[config.mk]
export PLATFORM = sky130hd
export DESIGN_NAME = fmadd_mul_prenorm_flat
export DESIGN_NICKNAME = d
export VERILOG_FILES = /design/src/rtl/fmadd_mul_prenorm_pkg.sv /design/src/rtl/fmadd_mul_prenorm_if.sv /design/src/rtl/fmadd_mul_seq_core.sv /design/src/rtl/fmadd_mul_prenorm.sv /design/src/flat_wrapper.sv
export SDC_FILE = /design/constraint.sdc
export NUM_CORES = 1
export LEC_CHECK = 0
export ABC_AREA = 1
export BUFFER_PORTS_ARGS = -buffer_cell sky130_fd_sc_hd__buf_2
export CORE_MARGIN = 3
export CORE_UTILIZATION = 40
export CTS_CLUSTER_DIAMETER = 50
export DETAILED_ROUTE_END_ITERATION = 12
export GPL_ROUTABILITY_DRIVEN = 0
export GPL_TIMING_DRIVEN = 1
export PLACE_DENSITY = 0.64
export SETUP_SLACK_MARGIN = 0.02
export SYNTH_ARGS = -nofsm -noshare
export SYNTH_HDL_FRONTEND = slang
export SYNTH_HIERARCHICAL = 1
export SYNTH_SLANG_ARGS = --single-unit
export TNS_END_PERCENT = 100
[constraint.sdc]
create_clock -name clk -period 3.8 [get_ports clk]
set_input_delay 0.38 -clock clk [delete_from_list [all_inputs] [get_ports clk]]
set_output_delay 0.38 -clock clk [all_outputs]
set_load 0.1 [all_outputs]
[src/rtl/fmadd_mul_prenorm_pkg.sv]
// -----------------------------------------------------------------------------
// fmadd_mul_prenorm_pkg
// Shared definitions for the half-precision multiplier front end:
// binary16 field widths, exponent bias, layout of the unrounded result
// bundle, canonical NaN/infinity significands and FSM state encoding.
// -----------------------------------------------------------------------------
package fmadd_mul_prenorm_pkg;

  // MSB indices of the binary16 fields
  localparam int STD  = 15;             // packed operand MSB
  localparam int MAN  = 9;              // stored fraction MSB
  localparam int EXP  = 4;              // exponent field MSB
  localparam int BIAS = 15;

  localparam int SIG_W = 2 * (MAN + 2); // 22-bit exact significand product
  localparam int NO_W  = MAN + MAN + EXP + 6; // 28-bit result bundle

  // Result bundle bit positions
  localparam int NO_SIGN   = NO_W - 1;
  localparam int NO_EXP_HI = NO_W - 2;
  localparam int NO_EXP_LO = SIG_W;

  localparam logic [EXP:0]     EXP_ALL1 = '1;
  localparam logic [SIG_W-1:0] SIG_NAN  = 22'h300000;
  localparam logic [SIG_W-1:0] SIG_INF  = 22'h200000;

  // Denormalizing right shifts never exceed this many cycles
  localparam int MAX_RSHIFT = 24;

  // FSM encoding
  localparam logic [1:0] ST_IDLE = 2'd0;
  localparam logic [1:0] ST_MUL  = 2'd1;
  localparam logic [1:0] ST_NORM = 2'd2;
  localparam logic [1:0] ST_DONE = 2'd3;

  typedef struct packed {
    logic             sign;
    logic [EXP:0]     exp;
    logic [SIG_W-1:0] sig;
  } bundle_t;

  // Denormals share the exponent of the smallest normal
  function automatic logic [EXP:0] eff_exp(input logic [EXP:0] field);
    return (field == '0) ? EXP'(1) + 1'b0 : field;
  endfunction

endpackage

[src/rtl/fmadd_mul_prenorm_if.sv]
// -----------------------------------------------------------------------------
// fmadd_mul_prenorm_if
// Operand handshake (in_*) and result handshake (out_*) of the multiplier
// front end.
//   master : drives operands, consumes results (upstream + rounding stage)
//   slave  : the multiplier front end itself
// -----------------------------------------------------------------------------
interface fmadd_mul_prenorm_if;
  import fmadd_mul_prenorm_pkg::*;

  logic            in_valid;
  logic            in_ready;
  logic [STD:0]    in_a;
  logic [STD:0]    in_b;
  logic            out_valid;
  logic            out_ready;
  logic [NO_W-1:0] out_no;
  logic            out_overflow;
  logic            out_sticky_pn;
  logic            out_invalid;

  modport master (
    output in_valid, in_a, in_b, out_ready,
    input  in_ready, out_valid, out_no, out_overflow, out_sticky_pn, out_invalid
  );

  modport slave (
    input  in_valid, in_a, in_b, out_ready,
    output in_ready, out_valid, out_no, out_overflow, out_sticky_pn, out_invalid
  );
endinterface

[src/rtl/fmadd_mul_seq_core.sv]
// -----------------------------------------------------------------------------
// fmadd_mul_seq_core
// Radix-2, MSB-first shift-add multiplier for two 11-bit significands.
//   clk, rst_n : clock, asynchronous active-low reset
//   start      : load operands (one cycle)
//   mcand      : multiplicand
//   mplier     : multiplier
//   done       : high during the 11th compute cycle
//   product    : exact product, valid while done is high
// The product is presented combinationally in the final cycle so the owner
// can capture it on the same edge that retires the last partial product.
// -----------------------------------------------------------------------------
module fmadd_mul_seq_core
  import fmadd_mul_prenorm_pkg::*;
(
  input  logic             clk,
  input  logic             rst_n,
  input  logic             start,
  input  logic [MAN+1:0]   mcand,
  input  logic [MAN+1:0]   mplier,
  output logic             done,
  output logic [SIG_W-1:0] product
);

  logic [3:0]       cnt_reg;
  logic             busy_reg;
  logic [MAN+1:0]   mcand_reg;
  logic [MAN+1:0]   mplier_reg;
  logic [SIG_W-1:0] acc_reg;
  logic [SIG_W-1:0] acc_next;

  assign acc_next = {acc_reg[SIG_W-2:0], 1'b0}
                  + (mplier_reg[cnt_reg] ? {{(SIG_W-MAN-2){1'b0}}, mcand_reg} : '0);
  assign done     = busy_reg && (cnt_reg == 4'd0);
  assign product  = acc_next;

  always_ff @(posedge clk or negedge rst_n) begin
    if (!rst_n) begin
      cnt_reg    <= 4'd0;
      busy_reg   <= 1'b0;
      mcand_reg  <= '0;
      mplier_reg <= '0;
      acc_reg    <= '0;
    end else if (start) begin
      cnt_reg    <= 4'(MAN + 1);
      busy_reg   <= 1'b1;
      mcand_reg  <= mcand;
      mplier_reg <= mplier;
      acc_reg    <= '0;
    end else if (busy_reg) begin
      acc_reg <= acc_next;
      if (cnt_reg == 4'd0) busy_reg <= 1'b0;
      else                 cnt_reg  <= cnt_reg - 4'd1;
    end
  end

endmodule

[src/rtl/fmadd_mul_prenorm.sv]
// -----------------------------------------------------------------------------
// fmadd_mul_prenorm
// Iterative binary16 multiplier front end: exact significand product,
// normalization/denormalization, unrounded {sign, exp, sig} bundle out.
//   clk, rst_n : clock, asynchronous active-low reset
//   bus        : slave side of fmadd_mul_prenorm_if
//                in_valid/in_ready/in_a/in_b  operand handshake
//                out_valid/out_ready/out_no   result handshake
//                out_overflow, out_sticky_pn, out_invalid  result flags
// Single entry: a new operand pair is taken only in IDLE.
// -----------------------------------------------------------------------------
module fmadd_mul_prenorm
  import fmadd_mul_prenorm_pkg::*;
(
  input logic                clk,
  input logic                rst_n,
  fmadd_mul_prenorm_if.slave bus
);

  logic [1:0]        state_reg;
  logic              sign_reg;
  logic signed [7:0] e_reg;
  logic [SIG_W-1:0]  p_reg;
  logic              sticky_reg;
  logic [4:0]        rshift_cnt_reg;
  logic [NO_W-1:0]   out_no_reg;
  logic              out_overflow_reg;
  logic              out_sticky_reg;
  logic              out_invalid_reg;

  // Per-operand classification: index 0 is A, index 1 is B
  logic [1:0][STD:0]   op;
  logic [1:0]          is_zero, is_inf, is_nan, is_snan;
  logic [1:0][EXP:0]   eff;
  logic [1:0][MAN+1:0] sig;

  assign op[0] = bus.in_a;
  assign op[1] = bus.in_b;

  for (genvar gi = 0; gi < 2; gi++) begin : g_decode
    logic [EXP:0] field;
    logic [MAN:0] frac;
    assign field       = op[gi][STD-1:MAN+1];
    assign frac        = op[gi][MAN:0];
    assign is_zero[gi] = (field == '0) && (frac == '0);
    assign is_inf[gi]  = (field == EXP_ALL1) && (frac == '0);
    assign is_nan[gi]  = (field == EXP_ALL1) && (frac != '0);
    assign is_snan[gi] = is_nan[gi] && !frac[MAN];
    assign eff[gi]     = eff_exp(field);
    assign sig[gi]     = {field != '0, frac};
  end

  logic              sign_in;
  logic              inf_x_zero;
  logic              special;
  logic              special_inv;
  bundle_t           special_no;
  logic signed [7:0] e_calc;
  logic              core_start;
  logic              core_done;
  logic [SIG_W-1:0]  core_product;

  assign sign_in    = op[0][STD] ^ op[1][STD];
  assign inf_x_zero = (is_inf[0] && is_zero[1]) || (is_inf[1] && is_zero[0]);
  assign special    = |is_zero || |is_inf || |is_nan;
  assign special_inv = inf_x_zero || |is_snan;
  // E = ea + eb - bias + 1, so P'/2^21 * 2^(E-bias) is the exact product
  assign e_calc     = $signed({3'b000, eff[0]}) + $signed({3'b000, eff[1]})
                    - $signed(8'(BIAS - 1));

  always_comb begin
    special_no = '0;
    if (|is_nan || inf_x_zero) begin
      special_no.sign = 1'b0;
      special_no.exp  = EXP_ALL1;
      special_no.sig  = SIG_NAN;
    end else if (|is_inf) begin
      special_no.sign = sign_in;
      special_no.exp  = EXP_ALL1;
      special_no.sig  = SIG_INF;
    end else begin
      special_no.sign = sign_in;
    end
  end

  assign core_start = (state_reg == ST_IDLE) && bus.in_valid && !special;

  fmadd_mul_seq_core u_core (
    .clk     (clk),
    .rst_n   (rst_n),
    .start   (core_start),
    .mcand   (sig[0]),
    .mplier  (sig[1]),
    .done    (core_done),
    .product (core_product)
  );

  always_ff @(posedge clk or negedge rst_n) begin
    if (!rst_n) begin
      state_reg        <= ST_IDLE;
      sign_reg         <= 1'b0;
      e_reg            <= '0;
      p_reg            <= '0;
      sticky_reg       <= 1'b0;
      rshift_cnt_reg   <= '0;
      out_no_reg       <= '0;
      out_overflow_reg <= 1'b0;
      out_sticky_reg   <= 1'b0;
      out_invalid_reg  <= 1'b0;
    end else begin
      case (state_reg)
        ST_IDLE: if (bus.in_valid) begin
          sign_reg <= sign_in;
          e_reg    <= e_calc;
          if (special) begin
            out_no_reg       <= special_no;
            out_overflow_reg <= 1'b0;
            out_sticky_reg   <= 1'b0;
            out_invalid_reg  <= special_inv;
            state_reg        <= ST_DONE;
          end else begin
            state_reg <= ST_MUL;
          end
        end
        ST_MUL: if (core_done) begin
          p_reg          <= core_product;
          sticky_reg     <= 1'b0;
          rshift_cnt_reg <= '0;
          state_reg      <= ST_NORM;
        end
        ST_NORM: begin
          if (!p_reg[SIG_W-1] && (e_reg > 8'sd1)) begin
            p_reg <= {p_reg[SIG_W-2:0], 1'b0};
            e_reg <= e_reg - 8'sd1;
          end else if ((e_reg < 8'sd1) && (rshift_cnt_reg < 5'(MAX_RSHIFT))) begin
            p_reg          <= {1'b0, p_reg[SIG_W-1:1]};
            sticky_reg     <= sticky_reg | p_reg[0];
            e_reg          <= e_reg + 8'sd1;
            rshift_cnt_reg <= rshift_cnt_reg + 5'd1;
          end else begin
            out_sticky_reg  <= sticky_reg;
            out_invalid_reg <= 1'b0;
            if (e_reg >= 8'sd31) begin
              out_overflow_reg <= 1'b1;
              out_no_reg       <= {sign_reg, EXP_ALL1, {SIG_W{1'b0}}};
            end else begin
              out_overflow_reg <= 1'b0;
              // Exponent field is 0 when the value stayed subnormal
              out_no_reg <= {sign_reg, p_reg[SIG_W-1] ? e_reg[EXP:0] : {(EXP+1){1'b0}}, p_reg};
            end
            state_reg <= ST_DONE;
          end
        end
        ST_DONE: if (bus.out_ready) state_reg <= ST_IDLE;
        default: state_reg <= ST_IDLE;
      endcase
    end
  end

  assign bus.in_ready      = (state_reg == ST_IDLE);
  assign bus.out_valid     = (state_reg == ST_DONE);
  assign bus.out_no        = out_no_reg;
  assign bus.out_overflow  = out_overflow_reg;
  assign bus.out_sticky_pn = out_sticky_reg;
  assign bus.out_invalid   = out_invalid_reg;

endmodule

[src/flat_wrapper.sv]
// flat-port wrapper written by rule: the top's interface ports become plain ports
module fmadd_mul_prenorm_flat import fmadd_mul_prenorm_pkg::*;
  (clk, rst_n, bus_in_valid, bus_in_a, bus_in_b, bus_out_ready, bus_in_ready, bus_out_valid, bus_out_no, bus_out_overflow, bus_out_sticky_pn, bus_out_invalid);
  fmadd_mul_prenorm_if bus_i ();
  input logic clk;
  input logic rst_n;
  input wire logic [$bits(bus_i.in_valid)-1:0] bus_in_valid;
  input wire logic [$bits(bus_i.in_a)-1:0] bus_in_a;
  input wire logic [$bits(bus_i.in_b)-1:0] bus_in_b;
  input wire logic [$bits(bus_i.out_ready)-1:0] bus_out_ready;
  output wire logic [$bits(bus_i.in_ready)-1:0] bus_in_ready;
  output wire logic [$bits(bus_i.out_valid)-1:0] bus_out_valid;
  output wire logic [$bits(bus_i.out_no)-1:0] bus_out_no;
  output wire logic [$bits(bus_i.out_overflow)-1:0] bus_out_overflow;
  output wire logic [$bits(bus_i.out_sticky_pn)-1:0] bus_out_sticky_pn;
  output wire logic [$bits(bus_i.out_invalid)-1:0] bus_out_invalid;
  assign bus_i.in_valid = bus_in_valid;
  assign bus_i.in_a = bus_in_a;
  assign bus_i.in_b = bus_in_b;
  assign bus_i.out_ready = bus_out_ready;
  assign bus_in_ready = bus_i.in_ready;
  assign bus_out_valid = bus_i.out_valid;
  assign bus_out_no = bus_i.out_no;
  assign bus_out_overflow = bus_i.out_overflow;
  assign bus_out_sticky_pn = bus_i.out_sticky_pn;
  assign bus_out_invalid = bus_i.out_invalid;
  fmadd_mul_prenorm u_core (.clk(clk), .rst_n(rst_n), .bus(bus_i));
endmodule
* After elaboration in Yosys (flattened, before gate mapping)
Index checks and enable logic that the tools add are counted. Widths: inputs -> output; s select.
Cells by class: equal/unequal tests 14, reduce and logical (&&, ||, !) cells 48, add/subtract/negate cells 7, bitwise logic cells 2, mux-type cells 59, order comparisons 5
Operators with widths (number):
- $mux 28 | 5
- $mux 22 | 3
- $pmux 28 s2 | 1
- $mux 27 | 2
- $pmux 22 s2 | 1
- $mux 21 | 2
- $mux 5 | 6
- $mux 8 | 3
- $add 22x11->22 | 1
- $logic_not 10->1 | 2
- $reduce_bool 10->1 | 2
- $mux 1 | 18
- $pmux 8 s2 | 1
- $logic_and 1x1->1 | 15
- $mux 2 | 6
- $mux 4 | 3
- $mux 11 | 1
- $eq 5x5->1 const B | 2
- $logic_not 5->1 | 2
- $pmux 5 s2 | 1
- $reduce_and 5->1 | 2
- $reduce_bool 5->1 | 2
- $add 8x2->8 const B | 1
- $ge 8x6->1 const B | 1
- 28 further kinds | 52
Word-level totals: register bits after elaboration 118, bits of input ports 36, word-level logic and storage cells 150

* Logic depth before layout (Yosys ltp)
Gate-level depths: netlist of run 1.
depth after elaboration 9, gate-level depth with buffers 25

* Modules after synthesis
Netlist of run 1, hierarchy kept.
By module, submodules not included:
- fmadd_mul_prenorm | area an instance 4695.8 um^2, sequential area each 1751.7 um^2, instances 1, cells each 674
- fmadd_mul_seq_core | area an instance 3133.0 um^2, sequential area each 1201.2 um^2, instances 1, cells each 462

* Worst setup path before layout of run 1
Ideal clock, no wire load.
path kind reg2reg, start point register u_core.u_core.cnt_reg[0], end point register u_core.p_reg[17], path buffers 1, setup time 0.116 ns, data arrival time 2.613 ns, stages on the path, launching flop included 25, slack 1.071 ns, period minus slack after synthesis 2.729 ns, required time 3.684 ns, path through dfrtp_1 inv_2 o21ai_0 o21ai_0 nand3_1 nand3_2 buf_6 nand2_1 inv_1 ha_1 inv_1 fa_1 inv_1 nand3_1 nand3_1 nand2_1 nand2_1 nand2_1 nand2_1 nand2_1 and2_1 nand2_1 nand2_1 nand2_1 nand2_1
On the way: word-level cells in the longest chain between the ends 6, elaborated cells on any way between the ends 10, classes of those cells add/sub: 1; eq/ne: 1; mux: 5; reduce/logical: 3
Ends and longest elaborated chain:
- start: declaration | line fmadd_mul_seq_core.sv:25 | logic [3:0] cnt_reg;
- start signal: assignment | line fmadd_mul_seq_core.sv:45 | cnt_reg <= 4'(MAN + 1);
- start signal: assignment | line fmadd_mul_seq_core.sv:53 | else cnt_reg <= cnt_reg - 4'd1;
- $bmux 1 s4 | line fmadd_mul_seq_core.sv:33 | + (mplier_reg[cnt_reg] ? {{(SIG_W-MAN-2){1'b0}}, mcand_reg} : '0);
- $mux 1 (not written as such) | line fmadd_mul_seq_core.sv:33
- $mux 11 | line fmadd_mul_seq_core.sv:33
- $add 22x11->22 | line fmadd_mul_seq_core.sv:33
- net u_core.core_product[17] | line fmadd_mul_prenorm.sv:61 | logic [SIG_W-1:0] core_product;
- $mux 22 | line fmadd_mul_prenorm.sv:125 | ST_MUL: if (core_done) begin
- $pmux 22 s2 | line fmadd_mul_prenorm.sv:111 | case (state_reg)
- end signal: assignment | line fmadd_mul_prenorm.sv:126 | p_reg <= core_product;
- end signal: assignment | line fmadd_mul_prenorm.sv:133 | p_reg <= {p_reg[SIG_W-2:0], 1'b0};
- end signal: assignment | line fmadd_mul_prenorm.sv:136 | p_reg <= {1'b0, p_reg[SIG_W-1:1]};
- end: declaration | line fmadd_mul_prenorm.sv:23 | logic [SIG_W-1:0] p_reg;
The timed path passes the listed nets, and every way through them passes these cells. The select of a mux whose other input is x is not followed. A chain may end at the register's enable or synchronous reset.

* Final worst setup path of run 1
start point register u_core.u_core.cnt_reg[0], end point register u_core.p_reg[20]
Same word-level chain as after synthesis.

==> flow_summary.json, run 1 <==
{
  "outcome": "completed",
  "layoutNonFillerInstCount": 1462,
  "number_of_search_and_repair_iterations_in_the_first_detailed_routing_pass": 5,
  "cts_made_buffers": 17,
  "power.share.clock_pct": 21.1,
  "pd_cells_mw_per_mm2": 900,
  "mappedNetlistArea_mm2": 0.00783,
  "cp_slowest_stage_delay_ns": 0.42,
  "post_cts_buffers": 0,
  "cap_viol_max_count": 0,
  "switching_share_pct": 51.0,
  "number_of_antenna_violating_nets_in_the_routed_design": 0,
  "fin_max_slew_vios": 0,
  "mappedNetlistNets": 1202,
  "synth_warn": 6,
  "synth_largest_type_area_fraction_pct": 37.7,
  "fin_crit_ns": 3.08,
  "io_pins": 69,
  "worst_slew_margin_rel_pct": 46.2,
  "synth_enable_flop_cells": 0,
  "synth_top_cells_by_count": "nand2_1 (480), dfrtp_1 (118), inv_1 (115)",
  "postSynth.asyncResetShare_pct": 100,
  "antenna_found_initial": 0,
  "rsz0062_at_grt": "no",
  "clk_pin_slew_worst_paths_ns": 0.06,
  "timing.rr.start": "u_core/u_core/cnt_reg[0]$_DFFE_PN0P_",
  "die_height_um": 146,
  "routed_wire_length_per_instance_um": 13.2,
  "crit_required_ns": 4.09,
  "max-clock-path-buffers": 2,
  "routed_wl_mm": 19.4,
  "top_cells_by_area_in_the_synthesized_netlist": "dfrtp_1 (38%), nand2_1 (23%), inv_1 (5.5%)",
  "ys.flop_type": "dfrtp_1",
  "avgSynthCellArea_um2": 6.89,
  "maxClockFrequency_ghz": 0.324,
  "clock-sinks": 118,
  "drc": 0,
  "numPlacedInstances": 1431,
  "areaGrowthSynthToFinish_pct": 14.1,
  "path_common_cell": "nand2_1",
  "std_cell_rows": 50,
  "drtIter0Drc": 536,
  "clock_tree.htree_level_count": 4,
  "leakagePower_nw": 4.93,
  "grt_first_pass_wirelength_mm": 32.5,
  "floorplan.initialDensity_pct": 41.3,
  "type_of_the_worst_min_delay_path": "in -> async",
  "worst-slew-pin-transition_ns": 0.806,
  "crit_path_start": "u_core/u_core/cnt_reg[0]$_DFFE_PN0P_",
  "route.detailed.vias_per_inst": 4.83,
  "fin_setup_tns_ns": 0,
  "p_sw_mw": 4.10,
  "grt_pass1_vias": 6615,
  "worstSkewPairLatency_ns": 0.42,
  "comb_power_share_pct": 52.2,
  "root_buffer": "clkbuf_16",
  "place.port_buffers": 68,
  "synth_top_area_cell": "dfrtp_1",
  "final_hold_vio_count": 0,
  "worst-setup-path-type": "reg -> reg",
  "fillerInstances": 1948,
  "ys_seq_elements": 118,
  "internal-power_mw": 3.94,
  "largest_register_ff_count": 28,
  "cp_cell_sequence": "inv_2 -> o21ai_0 -> o22ai_1 -> nand2_1 -> nand3_2 -> nand2_1 -> inv_1 -> ha_1 -> nand2_1 -> nor2_1 -> nand3_1 -> nand3_2 -> nand3_1 -> and2_1 -> a21oi_1 -> o21ai_0 -> nand2_1 -> o21ai_0",
  "crit_buf_inv": 2,
  "timing.critical_path.slowest_stage_cell": "dfrtp_1",
  "crit_path_end_kind": "flop",
  "dieArea_mm2": 0.0213,
  "vdd_ir_drop_max_mv": 0.368,
  "tritoncts": "yes",
  "synth-seq-area-share_pct": 37.7,
  "cp-start-kind": "flop",
  "seqPwrFrac_pct": 26.6,
  "yosys.cell_types.count": 42,
  "drive_gt1_share_pct": 14.6,
  "post_cts.resized_instances": 0,
  "hpwlAfterDp_mm": 14.1,
  "finalSetupViolations": 0,
  "finalNetCount": 1256,
  "chipWidth_um": 146,
  "num_vias": 7067,
  "ctsHoldBuffers": 0,
  "postSynthCellCount": 1136,
  "critPathArrivalTime_ns": 3.37,
  "worst-path-max-fanout": 12,
  "grt_remaining_overflow": 0,
  "grt_max_degree": 55,
  "timing.clock.skew_ns": 0.0121,
  "post-route-period-util_pct": 81.2,
  "synth.most_common_cell": "nand2_1",
  "core_region_area_mm2": 0.0190,
  "grt.total_usage_pct": 18.5,
  "critPathTopFamily": "simple AND/OR/NAND/NOR gates",
  "n_antenna_cell": 0
}
-- cell usage in the layout, fill, tap and decap left out, drive strengths merged, types with 14 or more instances in the layout --
cell type / Yosys / layout
dfrtp: 118 / 118
inv: 121 / 123
buf: 28 / 76
clkbuf: 13 / 21
nand3: 92 / 92
ha: 28 / 28
nand2: 491 / 491
nor2: 78 / 78
o21ai: 89 / 89
a21oi: 14 / 14
-- power groups by stage --
stage / logic, mW / registers (mW) / clock network, mW
2_1_floorplan: 2.92 / 2.67 / 0
3_3_place_gp: 4.16 / 2.14 / 0
3_5_place_dp: 4.20 / 2.15 / 0
4_1_cts: 4.22 / 2.13 / 1.74
5_1_grt: 4.73 / 2.20 / 1.80
6_report: 4.20 / 2.14 / 1.70
-- kinds of logic after synthesis --
family	synth area share, %
AO/OA/AOI/OAI	8.60
XOR/XNOR	2.01
adder cells (fa/ha/maj)	4.99
buffers and inverters	9.06
flip-flops	37.7
AND/OR/NAND/NOR	37.6
-- worst paths after layout --
check / slack [ns] / end / depth (start not counted)
max: 0.72 / u_core/p_reg[20]$_DFFE_PN0P_ / 18
min: 0.03 / u_core/bus.out_no[15]$_DFFE_PN0P_ / 1
max reg2reg: 0.72 / u_core/p_reg[20]$_DFFE_PN0P_ / 18
min reg2reg: 0.47 / u_core/bus.out_no[1]$_DFFE_PN0P_ / 2
max in group asynchronous: 2.85 / u_core/bus.out_overflow$_DFFE_PN0P_ / 2
min in group clk: 0.18 / u_core/u_core/mplier_reg[0]$_DFFE_PN0P_ / 3
-- layer usage --
metal  up-vias  GRT usage (%)  wire (um)  part of all wire (%)
met1      3209           26.0       9320                    48
met3        18           3.64        919                   4.7
met4         0           5.51        206                   1.1
met5         -              0          0                     0
li1       3670              -          -                     -
met2       170           28.9       8910                    46
-- metrics by stage --
stage / hold WS, ns / power, mW / area, um^2 / worst slack [ns] / util, %
2_1_floorplan: 0.0844 / 5.59 / 7830 / 1.07 / -
3_3_place_gp: 0.458 / 6.30 / 8310 / 0.844 / 43.8
3_5_place_dp: 0.460 / 6.35 / 8310 / 0.758 / 43.8
4_1_cts: 0.0396 / 8.09 / 8930 / 0.728 / 47.1
5_1_grt: 0.0734 / 8.73 / 8930 / 0.339 / 47.1
6_report: 0.0259 / 8.04 / 8930 / 0.716 / 47.1
-- area by class of cell --
class / count / area (um^2) / area share (%)
multi-input combinational: 856 / 4180 / 46.7
sequential: 118 / 2950 / 33.0
clock buffer: 21 / 480 / 5.38
inverter: 121 / 454 / 5.08
timing repair buffer: 76 / 403 / 4.51
tap: 260 / 325 / 3.64
clock inverter: 10 / 144 / 1.61
Power figures use the tool's default switching activity.
==> run 2, diff against run 1 <==
==> constraint.sdc (replaced) <==
create_clock -name clk -period 3 [get_ports clk]
set_input_delay 0.3 -clock clk [delete_from_list [all_inputs] [get_ports clk]]
set_output_delay 0.3 -clock clk [all_outputs]
set_load 0.1 [all_outputs]
==> flow_summary.json, run 2 (synthesized netlist as in run 1, its figures left out) <==
{
  "outcome": "completed",
  "maxClockFrequency_ghz": 0.350,
  "final_hold_vio_count": 0,
  "timing.clock.skew_ns": 0.0113,
  "clock_tree.htree_level_count": 4,
  "die_height_um": 146,
  "number_of_search_and_repair_iterations_in_the_first_detailed_routing_pass": 5,
  "met2_usage_pct": 28.3,
  "post-route-period-util_pct": 95.3,
  "root_buffer": "clkbuf_16",
  "path_common_cell": "nand2_1",
  "comb_power_share_pct": 53.8,
  "place.port_buffers": 68,
  "power.share.clock_pct": 20.6,
  "grt_remaining_overflow": 0,
  "dieArea_mm2": 0.0213,
  "drc": 0,
  "clk_pin_slew_worst_paths_ns": 0.06,
  "worst-setup-path-type": "reg -> reg",
  "fillerInstances": 1902,
  "worst_r2r_path_cells": 20,
  "cp_cell_sequence": "inv_2 -> o21ai_1 -> o21ai_1 -> nand3_2 -> buf_4 -> nand3_4 -> nand2_1 -> inv_1 -> ha_4 -> nand2_2 -> nor2_1 -> nor2_2 -> nand3_4 -> nand2_1 -> nand2_1 -> and2_1 -> a21oi_1 -> o21ai_0 -> nand2_1 -> o21ai_0",
  "logic_depth_of_the_worst_setup_path_including_buffers": 20,
  "fin_crit_ns": 2.86,
  "antenna_found_initial": 0,
  "placed_area_mm2": 0.00836,
  "cts_made_buffers": 17,
  "tritoncts": "yes",
  "grtUsageMet3_pct": 3.43,
  "core_region_area_mm2": 0.0190,
  "chipWidth_um": 146,
  "areaGrowthSynthToFinish_pct": 18.9,
  "p_sw_mw": 5.41,
  "worst-slew-pin-transition_ns": 0.716,
  "grt_first_pass_wirelength_mm": 32.7,
  "switching_share_pct": 50.7,
  "route.detailed.vias_per_inst": 4.86,
  "number_of_antenna_violating_nets_in_the_routed_design": 0,
  "cp_slowest_stage_delay_ns": 0.42,
  "leakagePower_nw": 5.04,
  "worst_slew_margin_rel_pct": 52.2,
  "hold-path-cell-count": 3,
  "crit_path_end_kind": "flop",
  "grt_use_met1_pct": 26.9,
  "routed_wl_mm": 19.9,
  "grt_most_used_layer": "met2",
  "worstSkewPairLatency_ns": 0.42,
  "layout.cells.most_common_list": "nand2_1 (462), dfrtp_1 (118), inv_1 (112), nand3_1 (78), buf_2 (67)",
  "routed_wire_length_per_instance_um": 13.5,
  "grt_max_degree": 53,
  "seqPwrFrac_pct": 25.6,
  "num_vias": 7190,
  "drive_gt1_share_pct": 19.3,
  "finalSetupViolations": 0,
  "floorplan.initialDensity_pct": 41.3,
  "n_antenna_cell": 0,
  "largest_register_ff_count": 28,
  "design_power_total_mw": 10.7,
  "drtIter0Drc": 573,
  "pd_cells_mw_per_mm2": 1150,
  "critPathTopFamily": "simple AND/OR/NAND/NOR gates",
  "grt_pass1_vias": 6611,
  "clock-sinks": 118,
  "crit_required_ns": 3.29,
  "crit_buf_inv": 3,
  "internal-power_mw": 5.26,
  "worst-path-max-fanout": 6,
  "type_of_the_worst_min_delay_path": "in -> reg",
  "fin_max_slew_vios": 0,
  "vdd_ir_drop_max_mv": 0.567,
  "mostFrequentLayoutCell": "nand2_1",
  "cp-start-kind": "flop",
  "design_area_mm2": 0.00931,
  "hpwlAfterDp_mm": 14.2,
  "grt.total_usage_pct": 18.6,
  "std_cell_rows": 50,
  "max-clock-path-buffers": 2,
  "cap_viol_max_count": 0,
  "io_pins": 69,
  "finalNetCount": 1273,
  "critPathArrivalTime_ns": 3.15,
  "rsz0062_at_grt": "yes",
  "timing.critical_path.slowest_stage_cell": "dfrtp_1"
}
run 2: cell type report:
class,instances,area (um^2),area share [%]
flip-flops and latches,118,2950,31.7
well taps,260,325,3.49
clock inverters,11,174,1.87
clock buffers,19,453,4.87
inverters,121,454,4.88
multi-input cells,857,4420,47.5
repair buffers,92,529,5.69
run 2: power groups by stage:
stage                     clock network, mW  registers [mW]  logic, mW
final                                  2.20            2.74       5.75
after global routing                   2.31            2.82       6.39
after CTS                              2.24            2.70       5.43
after detailed placement                  0            2.71       5.38
after global placement                    0            2.72       5.32
after floorplan                           0            3.38       3.70
run 2: worst register-to-register path, cell delays in order, from the launching register on:
cell     delay (ns)
dfrtp_1        0.42
inv_2          0.12
o21ai_1        0.07
o21ai_1        0.17
nand3_2        0.12
buf_4          0.17
nand3_4        0.10
nand2_1        0.08
inv_1          0.10
ha_4           0.22
nand2_2        0.14
nor2_1         0.08
nor2_2         0.18
nand3_4        0.13
nand2_1        0.08
nand2_1        0.06
and2_1         0.14
a21oi_1        0.12
o21ai_0        0.08
nand2_1        0.07
o21ai_0        0.07
run 2: final timing paths:
check / from / end / slack (ns)
min in group asynchronous: rst_n / u_core/bus.out_no[16]$_DFFE_PN0P_ / 0.45
max in group asynchronous: rst_n / u_core/bus.out_overflow$_DFFE_PN0P_ / 1.65
hold reg to reg: u_core/bus.out_no[24]$_DFFE_PN0P_ / u_core/bus.out_no[24]$_DFFE_PN0P_ / 0.47
hold / removal: bus_in_b[1] / u_core/u_core/mplier_reg[1]$_DFFE_PN0P_ / 0.09
setup reg to reg: u_core/u_core/cnt_reg[0]$_DFFE_PN0P_ / u_core/p_reg[20]$_DFFE_PN0P_ / 0.14
setup / recovery: u_core/u_core/cnt_reg[0]$_DFFE_PN0P_ / u_core/p_reg[20]$_DFFE_PN0P_ / 0.14
run 2: repair_timing:
item                                   CTS  global route
setup endpoints to repair                5            17
gates resized for setup                  3            56
setup buffers                            2             7
endpoints found under the hold margin   46             0
gates cloned                             0             1
pin swaps                                0            10
hold buffers                             1             0
run 2: routing by layer:
| layer | vias to the layer above | wire length [um] |
|---|---|---|
| met4 | 0 | 295 |
| met2 | 150 | 9130 |
| met5 | - | 0 |
| met1 | 3308 | 9720 |
| li1 | 3710 | - |
| met3 | 22 | 762 |
run 2: through the flow:
step	hold WS, ns	instances	TNS, ns	util (%)	setup WS (ns)
after floorplan	0.00441	1136	0	-	0.271
after global placement	0.375	1437	0	44.1	0.0589
after detailed placement	0.376	1437	0	44.1	0.0238
after CTS	0.0727	1470	0	47.6	0.0661
after global routing	0.0863	1478	-0.405	49.1	-0.0981
final	0.0883	1478	0	49.1	0.142
